<file path="src/rtl/pm_pkg.sv">
// pm_pkg: shared state encoding and default sizing for the clock-gate manager.
package pm_pkg;
    typedef enum logic [1:0] {OFF, WAKE, ON, IDLE} pm_state_e;
    localparam int PM_NUM_CH   = 4;
    localparam int PM_IDLE_W   = 8;
    localparam int PM_WAKE_CYC = 2;
endpackage

</file>
<file path="src/rtl/clk_gate_manager_channel.sv">
// pm_channel: one gated-clock channel FSM (OFF/WAKE/ON/IDLE) with wake and idle counters.
// Optional force-on override when PM_FORCE_ON_EN is defined.
module pm_channel
    import pm_pkg::*;
#(
    parameter int IDLE_W   = PM_IDLE_W,
    parameter int WAKE_CYC = PM_WAKE_CYC
) (
    input  logic              clk,
    input  logic              rst_n,
`ifdef PM_FORCE_ON_EN
    input  logic              force_on_i,
`endif
    input  logic              en_i,
    input  logic              act_i,
    input  logic [IDLE_W-1:0] thresh_i,
    output logic              clk_en_o,
    output logic              wake_done_o,
    output logic              wake_nxt_o,
    output logic              off_nxt_o
);
    pm_state_e         state_q, state_d;
    logic [7:0]        wcnt_q, wcnt_d;
    logic [IDLE_W-1:0] icnt_q, icnt_d;
    logic              wd_q, wd_d;
    always_comb begin
        state_d = state_q;
        wcnt_d  = wcnt_q;
        icnt_d  = icnt_q;
        if (!en_i) begin
            state_d = OFF;
            wcnt_d  = '0;
            icnt_d  = '0;
        end else begin
            case (state_q)
                OFF: if (act_i) begin
                    state_d = WAKE;
                    wcnt_d  = 8'(WAKE_CYC - 1);
                end
                WAKE: begin
                    state_d = (wcnt_q == '0) ? ON : WAKE;
                    wcnt_d  = (wcnt_q == '0) ? '0 : wcnt_q - 8'd1;
                end
                ON: if (!act_i) begin
                    state_d = (thresh_i == '0) ? OFF : IDLE;
                    icnt_d  = (thresh_i == '0) ? '0 : IDLE_W'(1);
                end
                IDLE: if (act_i) begin
                    state_d = ON;
                    icnt_d  = '0;
                end else if (icnt_q >= thresh_i) begin
                    state_d = OFF;
                    icnt_d  = '0;
                end else begin
                    icnt_d  = icnt_q + IDLE_W'(icnt_q != '1);
                end
                default: state_d = OFF;
            endcase
        end
        wd_d = (state_q == WAKE) && (state_d == ON);
`ifdef PM_FORCE_ON_EN
        if (force_on_i) begin
            state_d = ON;
            wcnt_d  = '0;
            icnt_d  = '0;
            wd_d    = 1'b0;
        end
`endif
    end
    always_ff @(posedge clk or negedge rst_n) begin
        if (!rst_n) begin
            state_q <= OFF;
            wcnt_q  <= '0;
            icnt_q  <= '0;
            wd_q    <= 1'b0;
        end else begin
            state_q <= state_d;
            wcnt_q  <= wcnt_d;
            icnt_q  <= icnt_d;
            wd_q    <= wd_d;
        end
    end
    assign clk_en_o    = (state_q == ON) || (state_q == IDLE);
    assign wake_done_o = wd_q;
    assign wake_nxt_o  = state_d == WAKE;
    assign off_nxt_o   = state_d == OFF;
endmodule

</file>
<file path="src/rtl/clk_gate_manager.sv">
// clk_gate_manager: NUM_CH independent clock-gate channels plus registered busy/all-off summaries.
// Define PM_FORCE_ON_EN to add force_on_i, which drives every channel straight to ON.
module clk_gate_manager
    import pm_pkg::*;
#(
    parameter int NUM_CH   = PM_NUM_CH,
    parameter int IDLE_W   = PM_IDLE_W,
    parameter int WAKE_CYC = PM_WAKE_CYC
) (
    input  logic                     clk,
    input  logic                     rst_n,
`ifdef PM_FORCE_ON_EN
    input  logic                     force_on_i,
`endif
    input  logic [NUM_CH-1:0]        clk_en_i,
    input  logic [NUM_CH-1:0]        activity_i,
    input  logic [NUM_CH*IDLE_W-1:0] idle_thresh_i,
    output logic [NUM_CH-1:0]        clk_en_o,
    output logic [NUM_CH-1:0]        wake_done_o,
    output logic                     busy_o,
    output logic                     all_off_o
);
    logic [NUM_CH-1:0] wake_nxt, off_nxt;
    logic              busy_q, all_off_q;
    for (genvar g = 0; g < NUM_CH; g++) begin : g_ch
        pm_channel #(.IDLE_W(IDLE_W), .WAKE_CYC(WAKE_CYC)) u_ch (
            .clk         (clk),
            .rst_n       (rst_n),
`ifdef PM_FORCE_ON_EN
            .force_on_i  (force_on_i),
`endif
            .en_i        (clk_en_i[g]),
            .act_i       (activity_i[g]),
            .thresh_i    (idle_thresh_i[g*IDLE_W +: IDLE_W]),
            .clk_en_o    (clk_en_o[g]),
            .wake_done_o (wake_done_o[g]),
            .wake_nxt_o  (wake_nxt[g]),
            .off_nxt_o   (off_nxt[g])
        );
    end
    // Reduced from next-state so the flags line up with the channel state registers.
    always_ff @(posedge clk or negedge rst_n) begin
        if (!rst_n) begin
            busy_q    <= 1'b0;
            all_off_q <= 1'b1;
        end else begin
            busy_q    <= |wake_nxt;
            all_off_q <= &off_nxt;
        end
    end
    assign busy_o    = busy_q;
    assign all_off_o = all_off_q;
endmodule
</file>
<file path="config.mk">
export PLATFORM = sky130hd
export DESIGN_NAME = clk_gate_manager
export DESIGN_NICKNAME = d
export VERILOG_FILES = /design/src/rtl/pm_pkg.sv /design/src/rtl/clk_gate_manager_channel.sv /design/src/rtl/clk_gate_manager.sv
export SDC_FILE = /design/constraint.sdc
export NUM_CORES = 1
export LEC_CHECK = 0
export CORE_ASPECT_RATIO = 0.5
export CORE_MARGIN = 5
export CORE_UTILIZATION = 45
export CTS_BUF_LIST = sky130_fd_sc_hd__clkbuf_8
export CTS_CLUSTER_DIAMETER = 80
export DETAILED_ROUTE_END_ITERATION = 10
export PLACE_DENSITY = 0.66
export SLEW_MARGIN = 20
export SYNTH_ARGS = -nofsm -noshare
export SYNTH_HDL_FRONTEND = slang
export SYNTH_HIERARCHICAL = 1
export SYNTH_SLANG_ARGS = --single-unit
</file>
<file path="constraint.sdc">
create_clock -name clk -period 2.4 [get_ports clk]
set_clock_uncertainty 0.15 [all_clocks]
set_input_delay 0.36 -clock clk [delete_from_list [all_inputs] [get_ports clk]]
set_output_delay 0.36 -clock clk [all_outputs]
set_load 0.02 [all_outputs]
</file>
---- Word level (Yosys, flattened, before mapping) ----
Index checks and enable logic that the tools add are counted.
storage, ports and cells
  bits in read-only memories .............. 0
  memories ................................ 0
  latch bits .............................. 0
  output and inout port bits .............. 10
  input port bits ......................... 42
  logic and storage cells ................. 176
  bits in registers ....................... 78
  memory bits (writable) .................. 0
cells by class
  equality and inequality tests ........... 40
  bitwise gates (word level) .............. 0
  shifts and indexed selects .............. 0
  divide/modulo/power cells ............... 0
  add/sub/neg operators ................... 8
  mux-type cells .......................... 72
  magnitude comparators ................... 4
  reductions and logical operators ........ 34
  $mul .................................... 0
operators with widths
  cell                 count
  $mux 8               28
  $pmux 8 s2           8
  $logic_not 8->1      8
  $mux 2               28
  $add 8x1->8          4
  $ge 8x8->1           4
  $ne 8x8->1 const B   4
  $pmux 2 s4           4
  $sub 8x1->8 const B  4
  $eq 2x2->1 const B   12
  $ne 3x1->1 const B   8
  $ne 3x3->1 const B   8
  $eq 2x1->1 const B   8
  $logic_not 2->1      8
  $reduce_and 2->1     8
  $logic_and 1x1->1    4
  $logic_or 1x1->1     4
  $mux 1               4
  $reduce_and 4->1     1
  $reduce_or 4->1      1

---- Logic depth before layout (Yosys ltp) ----
Gate-level depths: netlist of the first run.
  word-level depth ........................ 7
  mapped depth ............................ 9
  mapped depth without buffers ............ 9

---- Modules after synthesis ----
The synthesis of the first run kept the hierarchy.
modules (own cells, without submodules)
  module                         sequential area each (µm²)  times used  cells an instance  area each (µm²)
  pm_channel (g_ch[1].u_ch ...)  475.5                       2           157                1402.6
  pm_channel (g_ch[3].u_ch)      475.5                       1           154                1370.1
  pm_channel (g_ch[0].u_ch)      475.5                       1           151                1316.3
  clk_gate_manager               51.3                        1           4                  67.6

---- Worst setup path after synthesis of the first run ----
Ideal clock, no wire load.
  path kind ............................... reg2reg
  start ................................... register g_ch[0].u_ch.icnt_q[1]
  end ..................................... register busy_q (netlist: busy_o)
  cell stages (with the launch flop) ...... 8
  path slack .............................. -157 ps
  setup time .............................. 139 ps
  period minus slack after synthesis ...... 2557 ps
  data arrival time ....................... 2269 ps
  data required time ...................... 2111 ps
  buffers on the path ..................... 0
  path through ............................ dfrtp_1 ha_1 nor2b_1 o211a_1 o311ai_1 a221o_1 nor3b_2 or4_1
between the ends
  longest elaborated chain between the ends .. 7
ends and longest elaborated chain
  item                         line                            RTL
  from (decl)                  clk_gate_manager_channel.sv:24  logic [IDLE_W-1:0] icnt_q, icnt_d;
  from (signal assigned)       clk_gate_manager_channel.sv:79  icnt_q <= icnt_d;
  $ge 8x8->1                   clk_gate_manager_channel.sv:51  end else if (icnt_q >= thresh_i) begin
  $mux 2                       clk_gate_manager_channel.sv:51
  $mux 2                       clk_gate_manager_channel.sv:48  IDLE: if (act_i) begin
  $pmux 2 s4                   clk_gate_manager_channel.sv:35  case (state_q)
  $mux 2                       clk_gate_manager_channel.sv:30  if (!en_i) begin
  via g_ch[0].u_ch.state_d[1]  clk_gate_manager_channel.sv:22  pm_state_e state_q, state_d;
  $eq 2x1->1                   clk_gate_manager_channel.sv:85  assign wake_nxt_o = state_d == WAKE;
  via wake_nxt[0]              clk_gate_manager.sv:23          logic [NUM_CH-1:0] wake_nxt, off_nxt;
  $reduce_or 4->1              clk_gate_manager.sv:47          busy_q <= |wake_nxt;
  to (signal assigned)         clk_gate_manager.sv:47
  to (decl)                    clk_gate_manager.sv:24          logic busy_q, all_off_q;
The timed path passes the listed nets, and every way through them passes these cells.
A chain may end at the register's enable or synchronous reset.

---- Final worst setup path of the first run ----
  start ................................... input port idle_thresh_i[18]
  end ..................................... register busy_q (netlist: busy_o)
between the ends
  longest elaborated chain between the ends .. 7
ends and longest elaborated chain
  item                                                  line                                                            RTL
  from (decl)                                           clk_gate_manager.sv:17                                          input logic [NUM_CH*IDLE_W-1:0] idle_thresh_i,
  $ge 8x8->1 / $logic_not 8->1 (equally long branches)  clk_gate_manager_channel.sv:51, clk_gate_manager_channel.sv:45
  $mux 2 (on tied branches)                             clk_gate_manager_channel.sv:51, clk_gate_manager_channel.sv:45
  $mux 2 (on tied branches)                             clk_gate_manager_channel.sv:48, clk_gate_manager_channel.sv:44
  $pmux 2 s4 *                                          clk_gate_manager_channel.sv:35
  $mux 2 *                                              clk_gate_manager_channel.sv:30
  $eq 2x1->1 *                                          clk_gate_manager_channel.sv:85
  via wake_nxt[2]                                       clk_gate_manager.sv:23
  $reduce_or 4->1 *                                     clk_gate_manager.sv:47
Mark *: on every way through the listed nets, which the timed path passes. The rest lies on a longest branch.

==> results of run 1 <==
-- cells in the mapped netlist (all sizes together), types with 6 or more instances --
cell type   n
dfrtp      77
inv        56
nor2       50
o21ai      49
ha         48
nand2      46
nand3      27
nand4      15
buf        13
nand2b     13
and2       12
and3       12
nor3       12
o31ai      12
nor2b      11
a31oi      10
clkbuf     10
xor2       10
a21oi       9
nor4        8
o211ai      8
o21a        8
or4         8
a22o        7
xnor2       7
a31o        6
-- sequential cells by signal, indices dropped and copies added (netlist names) --
name / flops
g_ch.u_ch/wake_done_o: 4
g_ch.u_ch/wcnt_q: 32
all_off_o: 1
g_ch.u_ch/state_q: 8
g_ch.u_ch/icnt_q: 32
busy_o: 1
-- repair_timing --
action,4_1_cts,5_1_grt
resized for setup,11,33
setup endpoints to repair,5,7
pin swaps,11,25
endpoints found under the hold margin,34,0
hold buffers,1,0
buffers inserted,2,5
-- cell families after synthesis --
family                     synth area share (%)
and+or+nand+nor                            23.7
muxes                                     0.720
xor gates and xnor gates                   2.68
DFF                                        35.1
adders and majority gates                  10.8
AOI/OAI and AO/OA                          20.9
buffers and inverters                      6.01
-- layout make-up --
cell class | instances | area [um^2]
fill | 1068 | 4630
multi-input combinational | 466 | 3520
sequential | 78 | 1950
timing repair buffer | 144 | 1240
inverter | 56 | 210
tap | 165 | 206
clock buffer | 12 | 165
clock inverter | 4 | 28.8
-- stage by stage --
step / cell area (um^2) / power [W] / setup TNS [ns] / hold WS [ns] / worst slack (ns)
floorplan: 5580 / 0.00351 / 0 / -0.0856 / 0.0297
global placement: 6820 / 0.00427 / -4.36 / 0.207 / -0.459
detailed placement: 6820 / 0.00433 / -5.86 / 0.207 / -0.507
CTS: 7100 / 0.00536 / 0 / 0.351 / 0.0121
global route: 7320 / 0.00584 / -0.0571 / 0.376 / -0.0359
finish: 7320 / 0.00542 / 0 / 0.352 / 0.0135
-- power by group through the flow --
stage               Combinational (W)  Sequential (W)  Clock (W)
floorplan                     0.00172         0.00179          0
global placement              0.00247         0.00180          0
detailed placement            0.00252         0.00181          0
CTS                           0.00256         0.00179    0.00101
global route                  0.00294         0.00183    0.00107
finish                        0.00266         0.00180   0.000965
-- final timing paths --
path / startpoint / end / slack [ns] / depth (start not counted)
setup reg to reg: g_ch[1].u_ch/wcnt_q[0]$_DFFE_PN0P_ / busy_o$_DFF_PN0_ / 0.05 / 8
hold reg to reg: g_ch[3].u_ch/wcnt_q[7]$_DFFE_PN0P_ / g_ch[3].u_ch/wcnt_q[7]$_DFFE_PN0P_ / 0.36 / 1
setup / recovery: idle_thresh_i[18] / busy_o$_DFF_PN0_ / 0.01 / 9
hold / removal: rst_n / g_ch[1].u_ch/wcnt_q[6]$_DFFE_PN0P_ / 0.35 / 2
max in group asynchronous: rst_n / g_ch[2].u_ch/wcnt_q[5]$_DFFE_PN0P_ / 1.08 / 3
min in group clk: g_ch[3].u_ch/wcnt_q[7]$_DFFE_PN0P_ / g_ch[3].u_ch/wcnt_q[7]$_DFFE_PN0P_ / 0.36 / 1
-- worst max-delay path, cell delays in order --
cell and delay [ns]:
clkdlybuf4s50_1 0.49, inv_1 0.06, ha_1 0.29, and3_1 0.17
o21ai_2 0.07, a31o_2 0.26, and2_1 0.15, a2bb2oi_1 0.14
or4_1 0.49
-- cells in the final DEF (no fill, tap or decap), types with 13 or more instances in the layout --
cell	n
nand2_1	46
nand4_1	15
nand3_1	27
o21ai_0	36
nor2_1	47
buf_4	91
clkdlybuf4s50_1	44
dfrtp_1	77
ha_1	38
inv_1	52
nand2b_1	13
-- routing by layer --
layer / GRT usage [%] / vias to the layer above
li1: - / 2533
met1: 23.3 / 2433
met2: 31.7 / 66
met3: 3.84 / 12
met4: 4.34 / 0
met5: 0 / -
==> metrics.yaml, run 1 <==
synthesis:
  yosysTopAreaCell: "dfrtp_1"
  synth_top_area_share_pct: 34.7
  ys_seq_elements: 78
  synth-edff-count: 0
  synth.net_count: 713
  ys.flop_type: "dfrtp_1"
  ys_seq_area_share_pct: 35.1
  yosysUniqueCellTypes: 71
  yosys_warnings: 6
  synth_area_um2: 5560
  syn_inst: 623
  yosys-top-cells-area: "dfrtp_1 (35%), ha_1 (11%), inv_1 (3.8%), o21ai_0 (3.5%), nor2_1 (3.2%)"
  syn_area_per_cell_um2: 8.92
  ys_async_sr_fraction_pct: 100
clock_tree:
  clk_root_buffer_cell: "clkbuf_8"
  cts_buffer_depth: 2
  cts_buffers: 9
  cts_sinks: 78
  tritoncts: "yes"
  h-tree-depth: 3
  clock_latency_ns: 0.36
  path_clk_slew_ns: 0.08
global_route:
  grt_usage_pct: 18.0
  grt_pass1_wl_um: 22400
  grt_start_max_net_pins: 37
  grt_pass1_vias: 4966
  antenna_found_initial: 0
  globalRouteOverflowTotal: 0
setup_path:
  cp-start-kind: "input port"
  critPathKind: "input port to flip-flop"
  cp.arrival_ns: 2.47
  required_ns: 2.48
  path_max_fanout: 2
  cp-end-kind: "flip-flop"
place:
  place_hpwl_um: 9820
  dp.cells: 901
  port_buffers: 51
  place.gp.congestion: 0.824
job:
  maxCapViolCount: 0
power_and_ir_drop:
  swShare_pct: 37.9
  pwr-share-clk_pct: 17.8
  power.switching_w: 0.00206
  seqPwrFrac_pct: 33.1
  peakVddDrop_uv: 414
  power_density_nw_per_um2: 741
  intPower_w: 0.00337
  p_leak_nw: 3.44
  comb_power_share_pct: 49.1
detailed_routing:
  top_layer_used: "met4"
  wl_per_cell_um: 14.1
  wl_met3_um: 398
  routed_wl_um: 13000
  ant_nets: 0
  drc: 0
  avgViaCountPerCell: 5.45
  met1_length_um: 6290
  first_pass_iters: 5
  drt_iter0_drc: 174
  via_count: 5044
  dr_wl_met2_um: 6210
sta:
  rsz0062_at_grt: "yes"
  worstMarginPinSlew_ns: 0.582
  hold_viol_final: 0
  min_period_ns: 2.39
  slew_headroom_pct: 60.7
  post-route-period-util_pct: 99.4
  slew_viol_final: 0
  fmax_ghz: 0.419
  setup_violations: 0
cells_and_area:
  nets: 845
  final_cells: 925
  drive_gt1_share_pct: 22.5
  syn2layout_area_growth_pct: 31.6
  n_antenna_cell: 0
  final_util_pct: 61.2
floorplan:
  coreArea_um2: 11900
  die_h_um: 88.6
  rows: 28
  ios: 52
  initial_core_util_pct: 46.5
  dieWidth_um: 167
  dieArea_um2: 14800
outcome:
  status: "finished, final reports clean"
worst_hold_path:
  hold_class: "input port to asynchronous set/reset pin"
Power figures use the tool's default switching activity.
==> run 2: changes to the inputs <==
- ABC_AREA: not set -> 1
- CTS_CLUSTER_DIAMETER: 80 -> not set
- PLACE_DENSITY: 0.66 -> 0.65
- SLEW_MARGIN: 20 -> not set
==> run 2 against run 1 <==
Against the previous run:
- area after synthesis rose by 3.3%
- final cell count rose by 11%
- largest cell class unchanged
- clock power rose by 16%
- largest power group unchanged
- highest routed layer unchanged
- synthesized cell count rose by 27%
==> metrics.yaml, run 2 <==
synthesis:
  synth.most_common_cell: "nand2_1"
  synth-edff-count: 0
  yosys-top-cells-area: "dfrtp_1 (34%), nand2_1 (11%), ha_1 (10%), nor2_1 (8.4%), inv_1 (7.3%)"
  syn_area_per_cell_um2: 7.26
  synth_top_area_share_pct: 33.6
  ys_top_cells_by_count: "nand2_1 (169), nor2_1 (128), inv_1 (111)"
  ys_seq_area_share_pct: 34.0
  synth_area_um2: 5740
  yosys_warnings: 6
  ys_async_sr_fraction_pct: 100
  yosysTopAreaCell: "dfrtp_1"
  syn_inst: 791
  ys.flop_type: "dfrtp_1"
  synth.net_count: 881
  yosysUniqueCellTypes: 40
  ys_seq_elements: 78
place:
  dp.cells: 1010
  dpl_cell_area_um2: 6460
  port_buffers: 51
  dp_slack_ns: -0.0463
  place.gp.congestion: 0.857
  place_hpwl_um: 9020
cells_and_area:
  n_antenna_cell: 0
  layout.cells.most_common_list: "nand2_1 (169), nor2_1 (128), inv_1 (111)"
  final_cells: 1027
  nets: 942
  top_regs: "g_ch.u_ch/icnt_q (32), g_ch.u_ch/wcnt_q (32), g_ch.u_ch/state_q (8)"
  syn2layout_area_growth_pct: 16.6
  drive_gt1_share_pct: 11.2
  final_cell_area_um2: 6700
  final_util_pct: 53.2
  final_common_cell: "nand2_1"
power_and_ir_drop:
  pwr-share-clk_pct: 19.7
  seqPwrFrac_pct: 33.2
  power.switching_w: 0.00240
  p_leak_nw: 3.41
  swShare_pct: 42.3
  peakVddDrop_uv: 311
  power_density_nw_per_um2: 846
  intPower_w: 0.00327
  comb_power_share_pct: 47.1
detailed_routing:
  avgViaCountPerCell: 4.81
  routed_wl_um: 11400
  drc: 0
  drt_iter0_drc: 242
  wl_per_cell_um: 11.1
  ant_nets: 0
  via_count: 4939
  first_pass_iters: 4
clock_tree:
  cts_buffers: 9
  tritoncts: "yes"
  h-tree-depth: 3
  path_clk_slew_ns: 0.08
  post_cts_buffers: 0
  postCtsResizedCells: 0
  cts_sinks: 78
  clk_root_buffer_cell: "clkbuf_8"
  cts_buffer_depth: 2
  ctsHoldBuffers: 1
  clock_latency_ns: 0.35
setup_path:
  required_ns: 2.54
  path_max_fanout: 3
  ff2ff_path_depth: 13
  cp-start-kind: "input port"
  cp.arrival_ns: 2.19
  critPathKind: "input port to flip-flop"
  cp-end-kind: "flip-flop"
global_route:
  grt_pass1_vias: 4822
  antenna_found_initial: 0
  grt_usage_pct: 15.9
  globalRouteOverflowTotal: 0
  grt_start_max_net_pins: 79
  grt_pass1_wl_um: 20800
sta:
  slew_headroom_pct: 71.8
  post-route-period-util_pct: 85.3
  hold_viol_final: 0
  rsz0062_at_grt: "no"
  holdWs_ns: 0.372
  min_period_ns: 2.05
  setup_violations: 0
  slew_viol_final: 0
  worstMarginPinSlew_ns: 0.424
  fmax_ghz: 0.488
  setup_ws_ns: 0.352
floorplan:
  coreArea_um2: 12600
  ios: 52
  dieArea_um2: 15300
  initial_core_util_pct: 45.6
  rows: 29
  die_h_um: 89.9
  dieWidth_um: 170
worst_hold_path:
  hold_class: "flip-flop to flip-flop"
  worstHoldPathCells: 2
outcome:
  status: "finished, final reports clean"
job:
  maxCapViolCount: 0
==> run 2: cell type report <==
type	count	area [um^2]
clock inverter	6	85.1
sequential	78	1950
inverter	140	533
multi-input combinational	566	3210
clock buffer	10	138
timing repair buffer	57	568
tap	170	213
fill	1240	5890
==> run 2: stage by stage <==
step / setup TNS (ns) / total power (W)
3_3_place_gp: 0 / 0.00455
2_1_floorplan: 0 / 0.00397
5_1_grt: 0 / 0.00624
4_1_cts: 0 / 0.00576
3_5_place_dp: -0.0899 / 0.00461
6_report: 0 / 0.00567
==> run 2: worst paths after layout <==
path	startpoint	endpoint	slack, ns
hold reg to reg	g_ch[3].u_ch/icnt_q[0]$_DFFE_PN0P_	g_ch[3].u_ch/icnt_q[0]$_DFFE_PN0P_	0.37
setup / recovery	idle_thresh_i[31]	all_off_o$_DFF_PN1_	0.35
min in group asynchronous	rst_n	g_ch[2].u_ch/wcnt_q[3]$_DFFE_PN0P_	0.41
hold / removal	g_ch[3].u_ch/icnt_q[0]$_DFFE_PN0P_	g_ch[3].u_ch/icnt_q[0]$_DFFE_PN0P_	0.37
max in group asynchronous	rst_n	all_off_o$_DFF_PN1_	1.33
setup reg to reg	g_ch[1].u_ch/icnt_q[3]$_DFFE_PN0P_	busy_o$_DFF_PN0_	0.38
==> run 2: critical path: stages <==
cell	delay, ns
clkdlybuf4s50_1	0.47
inv_1	0.06
ha_1	0.28
nand2_1	0.07
nor2_1	0.16
nand4_1	0.15
nand3_1	0.15
nand2_1	0.06
nand2_1	0.07
nand2_1	0.08
a21oi_1	0.14
nand2_1	0.06
nor2_1	0.08
==> run 2: logic make-up (layout without fill, tap and decap cells) <==
logic type	after synthesis	after routing	share of synthesized area, %
and+or+nand+nor	400	400	30.7
buffers and inverters	147	213	10.1
AOI/OAI and AO/OA	83	83	9.39
DFF	78	78	34.0
adders and majority gates	48	48	10.5
xor gates and xnor gates	35	35	5.34
==> run 2: per-layer routing <==
metal	part of all wire [%]	global-route usage (%)
met2	47	26.6
met3	3.4	3.29
met5	0	0
met4	1.1	3.95
met1	49	21.2
==> run 2: power by group through the flow <==
stage	combinational (W)	sequential, W	clock [W]
detailed placement	0.00270	0.00191	0
floorplan	0.00210	0.00187	0
global placement	0.00264	0.00191	0
finish	0.00267	0.00188	0.00112
global route	0.00309	0.00193	0.00122
CTS	0.00271	0.00189	0.00116
==> run 3: changes to the inputs <==
- CORE_ASPECT_RATIO: 0.5 -> 1.5
- PLACE_DENSITY: 0.65 -> 0.63
- REMOVE_ABC_BUFFERS: not set -> 1
- clock period: 2.4 -> 2.1 ns (I/O delays scaled with it)
==> run 3 against run 2 <==
Against the previous run:
- critical endpoint is now g_ch[1].u_ch/icnt_q[6]$_DFFE_PN0P_
- critical path type is now flip-flop to flip-flop
- die area is 0.59% lower
- via count grew 5.0%
- register-to-register slack worse by 0.28 ns
- hold slack got worse by 0.032 ns
- clock power rose by 12%
- setup slack got worse by 0.25 ns
- routed wire length up 14%
- sequential power grew 15%
- utilization increased by 2.0 points
- design area rose by 3.1%
- non-clock buffer count increased by 15
==> metrics.yaml, run 3 (synthesis results as in run 2) <==
floorplan:
  initial_core_util_pct: 45.9
  rows: 50
  coreArea_um2: 12500
  dieArea_um2: 15200
  die_h_um: 148
  ios: 52
  dieWidth_um: 102
sta:
  worstMarginPinSlew_ns: 0.545
  setup_ws_ns: 0.0996
  fmax_ghz: 0.500
  min_period_ns: 2.00
  slew_viol_final: 0
  setup_violations: 0
  rsz0062_at_grt: "yes"
  setup_tns_ns: 0
  slew_headroom_pct: 63.7
  post-route-period-util_pct: 95.3
  hold_viol_final: 0
cells_and_area:
  syn2layout_area_growth_pct: 20.3
  final_common_cell: "nand2_1"
  final_util_pct: 55.2
  top_regs: "g_ch.u_ch/icnt_q (32), g_ch.u_ch/wcnt_q (32), g_ch.u_ch/state_q (8)"
  layout.cells.most_common_list: "nand2_1 (162), nor2_1 (125), inv_1 (107)"
  drive_gt1_share_pct: 15.5
  final_cell_area_um2: 6910
  nets: 957
  n_antenna_cell: 0
  nFillCells: 1208
global_route:
  grt_usage_pct: 17.9
  globalRouteOverflowTotal: 0
  grt_pass1_wl_um: 22300
  grt_pass1_vias: 5330
  grt_start_max_net_pins: 40
  antenna_found_initial: 0
place:
  dp_slack_ns: -0.350
  place_hpwl_um: 10300
  dpl_cell_area_um2: 6550
  place.gp.congestion: 0.856
  port_buffers: 51
clock_tree:
  path_clk_slew_ns: 0.08
  clock_latency_ns: 0.35
  clk_root_buffer_cell: "clkbuf_8"
  tritoncts: "yes"
  cts_buffer_depth: 2
  cts_sinks: 78
  h-tree-depth: 3
  cts_buffers: 9
worst_hold_path:
  hold_class: "input port to asynchronous set/reset pin"
setup_path:
  worst-r2r-setup-slack_ns: 0.1
  ff2ff_path_depth: 10
  cp-start-kind: "flip-flop"
  cp-end-kind: "flip-flop"
  max_stage_delay_ns: 0.42
  crit_path_top_delay_cell: "dfrtp_1"
  worstReg2RegEnd: "g_ch[1].u_ch/icnt_q[6]$_DFFE_PN0P_"
  path_max_fanout: 4
  reg2reg_from: "g_ch[1].u_ch/icnt_q[3]$_DFFE_PN0P_"
  worstPathCellList: "buf_4 -> nand2_1 -> inv_1 -> nand4_1 -> ha_1 -> ha_1 -> nand2_1 -> nor2_1 -> xor2_1 -> o22ai_1"
  critPathKind: "flip-flop to flip-flop"
  required_ns: 2.18
  cp.arrival_ns: 2.08
detailed_routing:
  avgViaCountPerCell: 5.05
  wl_per_cell_um: 12.7
  drc: 0
  ant_nets: 0
  via_count: 5184
  drt_iter0_drc: 117
  routed_wl_um: 13100
  first_pass_iters: 4
job:
  maxCapViolCount: 0
power_and_ir_drop:
  p_leak_nw: 3.48
  peakVddDrop_uv: 412
  power_density_nw_per_um2: 951
outcome:
  status: "finished, final reports clean"
[run 3: critical path: cells and delay by family (launching register included)]
| family | cells | cell delay, ns |
|---|---|---|
| compound gates | 1 | 0.09 |
| buf+inv | 2 | 0.21 |
| xor+xnor | 1 | 0.18 |
| fa+ha+maj | 2 | 0.35 |
| simple gates | 4 | 0.48 |
| flops | 1 | 0.42 |
[run 3: report_power, final]
group / internal (W) / switching, W
combinational: 0.00125 / 0.00191
sequential: 0.00182 / 0.000345
clock: 0.000687 / 0.000560
total: 0.00375 / 0.00281
[run 3: timing repair]
action                                  4_1_cts  5_1_grt
gates resized for setup                       0       28
setup buffers                                 0        2
hold endpoints to repair                     36        0
endpoints found under the setup margin        0        6
hold buffers                                  1        0
[run 3: worst max path at each step]
stage | from | endpoint | depth (start not counted) | slack (ns)
finish | g_ch[1].u_ch/icnt_q[3]$_DFFE_PN0P_ | g_ch[1].u_ch/icnt_q[6]$_DFFE_PN0P_ | 10 | 0.1
global route | idle_thresh_i[30] | busy_o$_DFF_PN0_ | 13 | -0.03
CTS | idle_thresh_i[29] | busy_o$_DFF_PN0_ | 13 | 0.04
detailed placement | idle_thresh_i[29] | busy_o$_DFF_PN0_ | 13 | -0.35
global placement | idle_thresh_i[29] | busy_o$_DFF_PN0_ | 13 | -0.35
floorplan | g_ch[3].u_ch/icnt_q[7]$_DFFE_PN0P_ | busy_o$_DFF_PN0_ | 10 | 0.36
[run 3: routing by layer]
metal	part of all wire [%]	GRT usage, %
met2	53	33.2
met1	41	19.5
met4	2.8	7.55
met5	0	0
met3	3.2	3.33
[run 3: cell type report]
| type | instances | area [um^2] | share of cell area (%) |
|---|---|---|---|
| Timing Repair Buffer | 72 | 683 | 9.89 |
| Multi-Input combinational cell | 566 | 3330 | 48.2 |
| Clock inverter | 4 | 72.6 | 1.05 |
| Tap cell | 156 | 195 | 2.83 |
| Inverter | 140 | 533 | 7.72 |
| Sequential cell | 78 | 1960 | 28.3 |
| Clock buffer | 10 | 138 | 1.99 |
[run 3: through the flow]
step	hold WS, ns	std cells	power, W
after floorplan	-0.131	784	0.00450
after global placement	0.188	1009	0.00524
after detailed placement	0.192	1009	0.00534
after CTS	0.344	1024	0.00663
after global routing	0.396	1026	0.00719
final	0.340	1026	0.00657
